===== config.mk =====
export PLATFORM = sky130hd
export DESIGN_NAME = mem_arbiter
export DESIGN_NICKNAME = d
export VERILOG_FILES = /design/src/rtl/mem_arb_pkg.sv /design/src/rtl/mem_arbiter.sv
export SDC_FILE = /design/constraint.sdc
export NUM_CORES = 1
export LEC_CHECK = 0
export BUFFER_PORTS_ARGS = -buffer_cell sky130_fd_sc_hd__buf_2
export CAP_MARGIN = 20
export CORE_AREA = 2 2 136 138
export DETAILED_ROUTE_END_ITERATION = 16
export DIE_AREA = 0 0 138 140
export PLACE_DENSITY = 0.79
export SLEW_MARGIN = 10
export SYNTH_ARGS = -nofsm -noshare
export SYNTH_HDL_FRONTEND = slang
export SYNTH_SLANG_ARGS = --single-unit

===== constraint.sdc =====
create_clock -name clk -period 7.7 [get_ports clk]
set_input_delay 0.385 -clock clk [delete_from_list [all_inputs] [get_ports clk]]
set_output_delay 0.385 -clock clk [all_outputs]
set_load 0.005 [all_outputs]

===== src/rtl/mem_arb_pkg.sv =====
// Shared encodings for mem_arbiter: FSM state values and requester port indices.
package mem_arb_pkg;

    typedef enum logic [1:0] {
        S_IDLE = 2'd0,
        S_BUSY = 2'd1,
        S_DONE = 2'd2
    } state_e;

    localparam logic P_IFETCH = 1'b0;
    localparam logic P_DATA   = 1'b1;

endpackage


===== src/rtl/mem_arbiter.sv =====
// Two-port arbiter in front of a slow single-port memory with a fixed access latency.
// Define ARB_RR_EN for round-robin tie-breaking; otherwise the data port wins every tie.
module mem_arbiter
    import mem_arb_pkg::*;
#(
    parameter int unsigned BITS    = 64,
    parameter int unsigned ADDR_W  = 8,
    parameter int unsigned LATENCY = 4
) (
    input  logic              clk,
    input  logic              rst,
    input  logic              req0,
    input  logic              wen0,
    input  logic [ADDR_W-1:0] addr0,
    input  logic [BITS-1:0]   wdata0,
    output logic              ready0,
    input  logic              req1,
    input  logic              wen1,
    input  logic [ADDR_W-1:0] addr1,
    input  logic [BITS-1:0]   wdata1,
    output logic              ready1,
    output logic [BITS-1:0]   rdata,
    output logic              mem_wen,
    output logic [ADDR_W-1:0] mem_addr,
    output logic [BITS-1:0]   mem_wdata,
    input  logic [BITS-1:0]   mem_rdata,
    output logic              busy
);

    localparam int unsigned CntW = $clog2(LATENCY + 1);

    state_e            state_q, state_d;
    logic [CntW-1:0]   cnt_q, cnt_d;
    logic              gnt_q, gnt_d;
    logic              last_grant_q, last_grant_d;
    logic              wen_q, wen_d;
    logic [ADDR_W-1:0] mem_addr_q, mem_addr_d;
    logic [BITS-1:0]   mem_wdata_q, mem_wdata_d;
    logic [BITS-1:0]   rdata_q, rdata_d;
    logic              ready0_q, ready0_d;
    logic              ready1_q, ready1_d;
    logic              win;

    always_comb begin
`ifdef ARB_RR_EN
        if (req0 && req1) begin
            win = ~last_grant_q;
        end else begin
            win = req1 ? P_DATA : P_IFETCH;
        end
`else
        win = req1 ? P_DATA : P_IFETCH;
`endif
    end

    always_comb begin
        state_d      = state_q;
        cnt_d        = cnt_q;
        gnt_d        = gnt_q;
        last_grant_d = last_grant_q;
        wen_d        = wen_q;
        mem_addr_d   = mem_addr_q;
        mem_wdata_d  = mem_wdata_q;
        rdata_d      = rdata_q;
        ready0_d     = 1'b0;
        ready1_d     = 1'b0;
        unique case (state_q)
            S_IDLE: begin
                if (req0 || req1) begin
                    gnt_d       = win;
                    wen_d       = (win == P_DATA) ? wen1 : wen0;
                    mem_addr_d  = (win == P_DATA) ? addr1 : addr0;
                    mem_wdata_d = (win == P_DATA) ? wdata1 : wdata0;
                    cnt_d       = CntW'(LATENCY - 1);
                    state_d     = S_BUSY;
                end
            end
            S_BUSY: begin
                if (cnt_q == '0) begin
                    // A write echoes its own data so rdata is always defined at ready.
                    rdata_d  = wen_q ? mem_wdata_q : mem_rdata;
                    ready0_d = (gnt_q == P_IFETCH);
                    ready1_d = (gnt_q == P_DATA);
                    state_d  = S_DONE;
                end else begin
                    cnt_d = cnt_q - 1'b1;
                end
            end
            S_DONE: begin
                last_grant_d = gnt_q;
                state_d      = S_IDLE;
            end
            default: state_d = S_IDLE;
        endcase
    end

    always_ff @(posedge clk or posedge rst) begin
        if (rst) begin
            state_q      <= S_IDLE;
            cnt_q        <= '0;
            gnt_q        <= 1'b0;
            last_grant_q <= 1'b1;
            wen_q        <= 1'b0;
            mem_addr_q   <= '0;
            mem_wdata_q  <= '0;
            rdata_q      <= '0;
            ready0_q     <= 1'b0;
            ready1_q     <= 1'b0;
        end else begin
            state_q      <= state_d;
            cnt_q        <= cnt_d;
            gnt_q        <= gnt_d;
            last_grant_q <= last_grant_d;
            wen_q        <= wen_d;
            mem_addr_q   <= mem_addr_d;
            mem_wdata_q  <= mem_wdata_d;
            rdata_q      <= rdata_d;
            ready0_q     <= ready0_d;
            ready1_q     <= ready1_d;
        end
    end

    // Combinational so an async reset kills an in-flight write immediately.
    assign mem_wen   = (state_q == S_BUSY) && (cnt_q == '0) && wen_q;
    assign mem_addr  = mem_addr_q;
    assign mem_wdata = mem_wdata_q;
    assign rdata     = rdata_q;
    assign ready0    = ready0_q;
    assign ready1    = ready1_q;
    assign busy      = (state_q != S_IDLE);

endmodule


==> results.md, run 1 <==
- Post-DP HPWL: 14500 um
- Fill cells: 1618
- Internal power: 0.00235 W
- Worst slew pin tran: slightly below 0.9 ns
- Worst setup path class: reg2out
- Die area: between 15000 and 20000 sq um
- Total CTS buffers: 17
- Post-synthesis cell count: 637
- Post-Synthesis Cell Area: slightly below 7000 sq um
- Met2 wire length: approximately 10000 um
- # setup viols final: 0
- Port Buf Inserts: around 350
- Area Growth Syn to Fin: 35.0%
- #FFs+latches synth: roughly 150
- Avg WL per Cell: around 17 um
- Top_reg_cell synth: dfrtp_1
- Initial antenna violation count: 0
- Num ports: approximately 350
- Crit end category: output port
- Vias in the first global route: between 6k and 7k
- Routability cong.: between 0.8 and 0.9
- Max clock buf depth: 2
- Via count: 6076
- Worst vdd ir: roughly 0.16 mV
- Post-DP Area: about 8700 sq um
- Setup_tns: 0 ns
- Via density: between 5 and 6
- Layout cells sized above 1: a little over two fifths
- Syn avg cell area: between 10 and 15 sq um
- Flop pwr share: 38.1%
- CP top delay family: simple AND/OR/NAND/NOR gates
- Top cell type's share of synthesized area: around 52%
- Area of the multi-input gates: 2920 sq um
- Leak Pwr: roughly 4.7 nW
- Grt total ovfl: 0
- Crit start category: flip-flop
- CP required: ~7.3 ns
- Max-slew violations: 0
- Max Freq: just over 300 MHz
- Syn Nets: around 850
- M1 WL: ~7700 um
- CP max-delay cell: and4bb_4
- Net load switching power: ~0.0014 W
- Clock skew: approximately 0.011 ns
- # hold bufs at CTS: 0
- Worst path bufs/invs: 3
- FFs w/ async S/R, synth: 100%
- CP peak stage delay: 0.78 ns
- R2r startpoint: cnt_q[0]
- Register area: 3630 sq um
- Post-route ant nets: 0
- Largest fanout on the critical path: 74
- Yosys cell types: 29
- DRT Pass-1 Iters: 5
- Fin. Hold Viols: 0
- Hold_ws: 0.0748 ns
- Met3 wire length: roughly 1200 um
- Post-synth top area cell: dfrtp_1
- Starting Density: 38.9%
- Count leader, synth: dfrtp_1
- Seq/Total Area, Yosys: between 50 and 60%
- Core area: around 18000 sq um
- Hold Crit Class: in2async
- Die X: between 100 and 150 um
- Routed wire length: between 15000 and 20000 um
- EDFF count, synth: 0
- Comb power frac: between 30% and 40%
- GR Util All Layers: between 20% and 30%
- Slew headroom: about two fifths
- Synth cell count leaders: 145 x dfrtp_1, 141 x o21ai_0, 137 x mux2i_1, 56 x nor2_1, 49 x a21oi_1
- Worst Path Arrival: 2.92 ns
- Crit path from: cnt_q[0]
- Max Cap Viol: 0
- Initial DRC Count: roughly 280
- Status: complete, no violations
- Clk sink count: 145
- Largest cells by area after synthesis: dfrtp_1 52%, mux2i_1 20%, o21ai_0 10%, a21oi_1 3.5%, nor2_1 3.0%
- Top Layer Used: met4
- CTS tree: yes
- Worst-path clk slew: 0.06 ns
- Syn. warnings: 0
- Number of core rows: between 40 and 50
- First-pass GRT wire length: around 32000 um
- DRC Markers: 0
- Worst-Skew Late Latency: 0.42 ns
- CTS resizes: 0
- Root Buffer: clkbuf_16
- NumNets Final: about 1.2k
- RSZ-0062 raised after global routing: no
- Final Cycle Share: a little over two fifths
- Net Sw Frac: 36.9%
- Post-CTS Setup Bufs: 0
- Largest net degree at the start of global routing: between 70 and 80
- Final instance area: a little over 9000 sq um
- ANT cells: 0
- H-tree levels: 4
- Die height: around 140 um
- Power density cells: 400 nW/um^2
- Power share of the clock group: between 20% and 30%
- Critical-path cell list: inv_1, ha_1, and4bb_4, buf_4, and2_1, buf_2
- Period minus WS final: 3.31 ns
## per-stage QoR
step                      power [W]  std cells  util [%]  setup slack (ns)
final                       0.00373       1202      52.5              4.39
after CTS                   0.00376       1202      52.5              4.33
after detailed placement    0.00286       1170      48.8              4.80
after global routing        0.00399       1202      52.5              4.16
after global placement      0.00279       1170      48.8              4.85
after floorplan             0.00223        637         -              3.42
## power groups by stage
stage | Clock, W | Sequential, W | Combinational (W)
after global placement | 0 | 0.00141 | 0.00138
after global routing | 0.000951 | 0.00147 | 0.00157
after CTS | 0.000916 | 0.00142 | 0.00143
after detailed placement | 0 | 0.00143 | 0.00143
after floorplan | 0 | 0.00139 | 0.000844
final | 0.000897 | 0.00142 | 0.00141
## metal layers
metal / GRT usage (%) / vias up
met1: 23.3 / 2883
met4: 8.81 / 0
li1: - / 2898
met2: 37.0 / 261
met3: 4.85 / 34
met5: 0 / -
## cell families after synthesis
group                      count (synthesis)  synth area share [%]
adders and majority gates                  2                 0.362
DFF                                      145                  52.5
muxes                                    137                  19.8
AOI/OAI and AO/OA                        216                  16.8
and+or+nand+nor                           77                  4.98
buffers and inverters                     60                  5.54
## cell type report
type,instances,area share (%)
clock inverters,13,2.16
repair buffers,360,19.5
multi-input cells,432,31.3
inverters,4,0.215
flip-flops and latches,145,38.9
clock buffers,19,4.75
well taps,229,3.07
## worst register-to-register path, cell delays in order (launching register included)
cell and delay [ns]:
dfrtp_1 0.37, inv_1 0.10, ha_1 0.20, and4bb_4 0.78, buf_4 0.72, nor2_1 0.12, a21oi_1 0.16
## layout by cell type (no fill, tap or decap)
cell	netlist	layout
a21oi_1	49	49
a21oi_2	15	15
a22o_1	1	1
a2bb2oi_1	1	1
a31o_2	1	1
and2_1	2	2
and4bb_4	0	1
buf_2	16	352
buf_4	8	8
bufinv_16	0	4
clkbuf_1	12	1
clkbuf_16	0	17
clkbuf_8	0	1
clkinv_2	0	1
clkinv_4	0	3
clkinvlp_4	0	1
dfrtp_1	145	144
dfrtp_4	0	1
ha_1	2	2
inv_1	4	2
inv_2	0	1
inv_6	0	2
inv_8	0	3
mux2i_1	137	137
nand2_1	1	1
nand2b_1	1	1
nand3b_1	1	1
nor2_1	56	55
nor2_2	11	11
nor2_4	0	1
nor2b_1	2	2
nor3_1	2	2
o21ai_0	141	140
o21ai_1	6	6
o21ai_4	0	1
o21ba_2	1	1
o22ai_2	1	1
## flip-flops by register name (all words and copies together) (netlist names)
register	cells
state_q	2
gnt_q	1
wen_q	1
mem_addr	8
cnt_q	3
rdata	64
ready0	1
mem_wdata	64
ready1	1
## worst paths after layout
| path | to | slack (ns) | cells after the start |
|---|---|---|---|
| max | mem_wen | 4.39 | 6 |
| max in group asynchronous | wen_q | 6.24 | 3 |
| min | rdata[11] | 0.07 | 2 |
| max reg2reg | rdata[1] | 5.18 | 6 |
| min in group clk | mem_wdata[22] | 0.24 | 3 |
| min reg2reg | ready0 | 0.46 | 1 |
No activity file was read; power rests on OpenSTA's default activity.
==> run 2, diff against run 1 <==
ABC_AREA = 1   (was not set)
CORE_AREA = 2 2 139 141   (was 2 2 136 138)
DIE_AREA = 0 0 141 143   (was 0 0 138 140)
PLACE_DENSITY = 0.78   (was 0.79)
clock period = 3.4 ns   (was 7.7 ns; I/O delays follow)
==> results.md, run 2 <==
- Root Buffer: clkbuf_16
- Net Sw Frac: 40.2%
- Via count: ~7.7k
- Initial DRC Count: about 440
- Max Freq: between 400 and 500 MHz
- Top cell type's share of synthesized area: around half
- # hold bufs at CTS: 0
- Num ports: 354
- Syn. warnings: 0
- Count leader, synth: nand2_1
- Post-synthesis cell count: ~1.1k
- CP max-delay cell: buf_4
- FF-to-FF path depth: 6
- #FFs+latches synth: 145
- GR Util All Layers: a little under a quarter
- Starting Density: between 30 and 40%
- Hold_ws: -0.0397 ns
- Worst Path Arrival: about 2.1 ns
- Power density cells: 849 nW/um^2
- Syn Nets: between 1k and 1.5k
- Flop pwr share: about 37%
- Final instance area: 9700 sq um
- Period minus WS final: between 2 and 2.5 ns
- Worst vdd ir: 0.356 mV
- Hold Crit Class: in2async
- Critical-path cell list: inv_1, ha_1, nand3_2, buf_4, nor2_1, buf_2
- NumNets Final: between 1.5k and 2k
- Internal power: approximately 0.0049 W
- R2r startpoint: state_q[1]
- EDFF count, synth: 0
- Port Buf Inserts: roughly 350
- Die height: about 140 um
- Fill cells: around 1.9k
- Max-slew violations: 0
- Leak Pwr: between 6 and 7 nW
- Worst setup path class: reg2out
- DRC Markers: 0
- CP required: around 3.2 ns
- CP top delay family: buffers and inverters
- Worst-Skew Late Latency: just over 0.4 ns
- Max clock buf depth: 2
- Clock skew: around 0.0071 ns
- Largest net degree at the start of global routing: around 150
- Post-Synthesis Cell Area: 7210 sq um
- Seq/Total Area, Yosys: approximately half
- R2R setup slack: between 1.5 and 2 ns
- CTS resizes: 0
- Die X: around 140 um
- Net load switching power: approximately 0.0033 W
- Die area: approximately 20000 sq um
- Slew headroom: between 30% and 40%
- Post-synth top area cell: dfrtp_1
- Via density: 4.67
- Post-DP HPWL: between 15000 and 20000 um
- Comb power frac: 40.7%
- Worst path bufs/invs: 3
- FFs w/ async S/R, synth: 100%
- Max Cap Viol: 0
- # setup viols final: 0
- First-pass GRT wire length: 36100 um
- Syn avg cell area: just under 7 sq um
- CTS tree: yes
- Setup_tns: 0 ns
- DRT Pass-1 Iters: 5
- Post-DP Area: a little over 9000 sq um
- Largest cells by area after synthesis: dfrtp_1 50%, nand2_1 44%, buf_2 1.9%, buf_4 0.94%, clkbuf_1 0.83%
- Reg2reg end: mem_wdata[41]
- Commonest non-fill, non-tap cell in the layout: nand2_1
- Fin. Hold Viols: between 40 and 50
- Initial antenna violation count: 2
- Failing checks: hold timing
- RSZ-0062 raised after global routing: no
- Most frequent cells in the layout: 837 x nand2_1, 353 x buf_2, 144 x dfrtp_1
- Worst-path clk slew: around 0.060 ns
- Routed wire length: 23300 um
- Crit start category: flip-flop
- Final Cycle Share: between 60% and 70%
- Top_reg_cell synth: dfrtp_1
- Post-CTS Setup Bufs: 0
- Number of core rows: 50
- Largest fanout on the critical path: 58
- Power share of the clock group: approximately 23%
- H-tree levels: 4
- Worst slew pin tran: between 0.9 and 1 ns
- Routability cong.: between 0.8 and 0.9
- Synth cell count leaders: 837 x nand2_1, 145 x dfrtp_1, 28 x buf_2, 16 x clkbuf_1, 10 x inv_1
- Area Growth Syn to Fin: 34.5%
- Avg WL per Cell: roughly 14 um
- Grt total ovfl: 0
- CP peak stage delay: about 0.57 ns
- Core area: around 19000 sq um
- Crit end category: output port
- Total CTS buffers: 17
- Layout cells sized above 1: between 20 and 30%
- Vias in the first global route: 7234
- Clk sink count: between 100 and 150
- Post-placement cell count: 1608
- Status: finished with violations
- Yosys cell types: 14
- Post-route ant nets: 0
- Final std cells w/o fill: ~1.6k
run 2: changes by cell type in the layout (fill, tap and decap cells not counted), sizes merged, moves of 4 or more:
cell and delta:
inv +4, nand2 +837, nor2 -60, nand3 +4, a21oi -64, mux2i -137, o21ai -145, clkbuf +4
run 2: worst reg2reg max path, delay by kind of cell (launching register included):
family	cells	cell delay, ns
simple gates	4	0.41
buf+inv	2	0.92
flops	1	0.41
run 2: how the worst max path moves through the flow:
stage                     endpoint     start  depth (start not counted)
after global placement     mem_wen  cnt_q[0]                          6
after floorplan           cnt_q[0]       rst                          1
after detailed placement   mem_wen  cnt_q[0]                          6
after CTS                  mem_wen  cnt_q[0]                          6
after global routing       mem_wen  cnt_q[0]                          6
final                      mem_wen  cnt_q[0]                          6
run 2: stage by stage:
step / utilization, % / setup slack [ns] / total power, W
floorplan: - / 1.41 / 0.00492
global placement: 48.9 / 1.60 / 0.00628
CTS: 52.2 / 1.14 / 0.00831
global route: 52.2 / 1.01 / 0.00888
finish: 52.2 / 1.17 / 0.00823
detailed placement: 49.0 / 1.59 / 0.00642
run 2: kinds of logic (layout without fill, tap and decap cells):
group           after synthesis  after routing  share of synthesized area (%)
other cells                   0              2                              0
buf+inv                      73            408                           4.76
fa+ha+maj                     2              2                          0.347
simple gates                849            849                           44.4
compound gates                2              2                          0.139
flops                       145            145                           50.3
run 2: power by group through the flow:
stage / combinational [W] / sequential (W) / clock, W
2_1_floorplan: 0.00189 / 0.00303 / 0
3_3_place_gp: 0.00326 / 0.00302 / 0
3_5_place_dp: 0.00338 / 0.00303 / 0
4_1_cts: 0.00340 / 0.00302 / 0.00190
5_1_grt: 0.00379 / 0.00312 / 0.00197
6_report: 0.00335 / 0.00302 / 0.00185
run 2: final cells by class:
class                   instances  area [sq um]  area share, %
repair buffers                363          1880           19.4
inverters                      13          52.6          0.542
clock inverters                 9           106           1.10
diodes                          2          5.00         0.0516
flip-flops and latches        145          3630           37.4
multi-input cells             853          3250           33.6
well taps                     234           293           3.02
clock buffers                  23           478           4.93
run 2: routing by layer:
layer  track usage, %  wire length, um  vias to the layer above
met5                0                0                        -
met4             8.42              556                        0
met3             4.80             1440                       37
met2             39.7            11500                      297
met1             28.2             9730                     3507
li1                 -                -                     3824
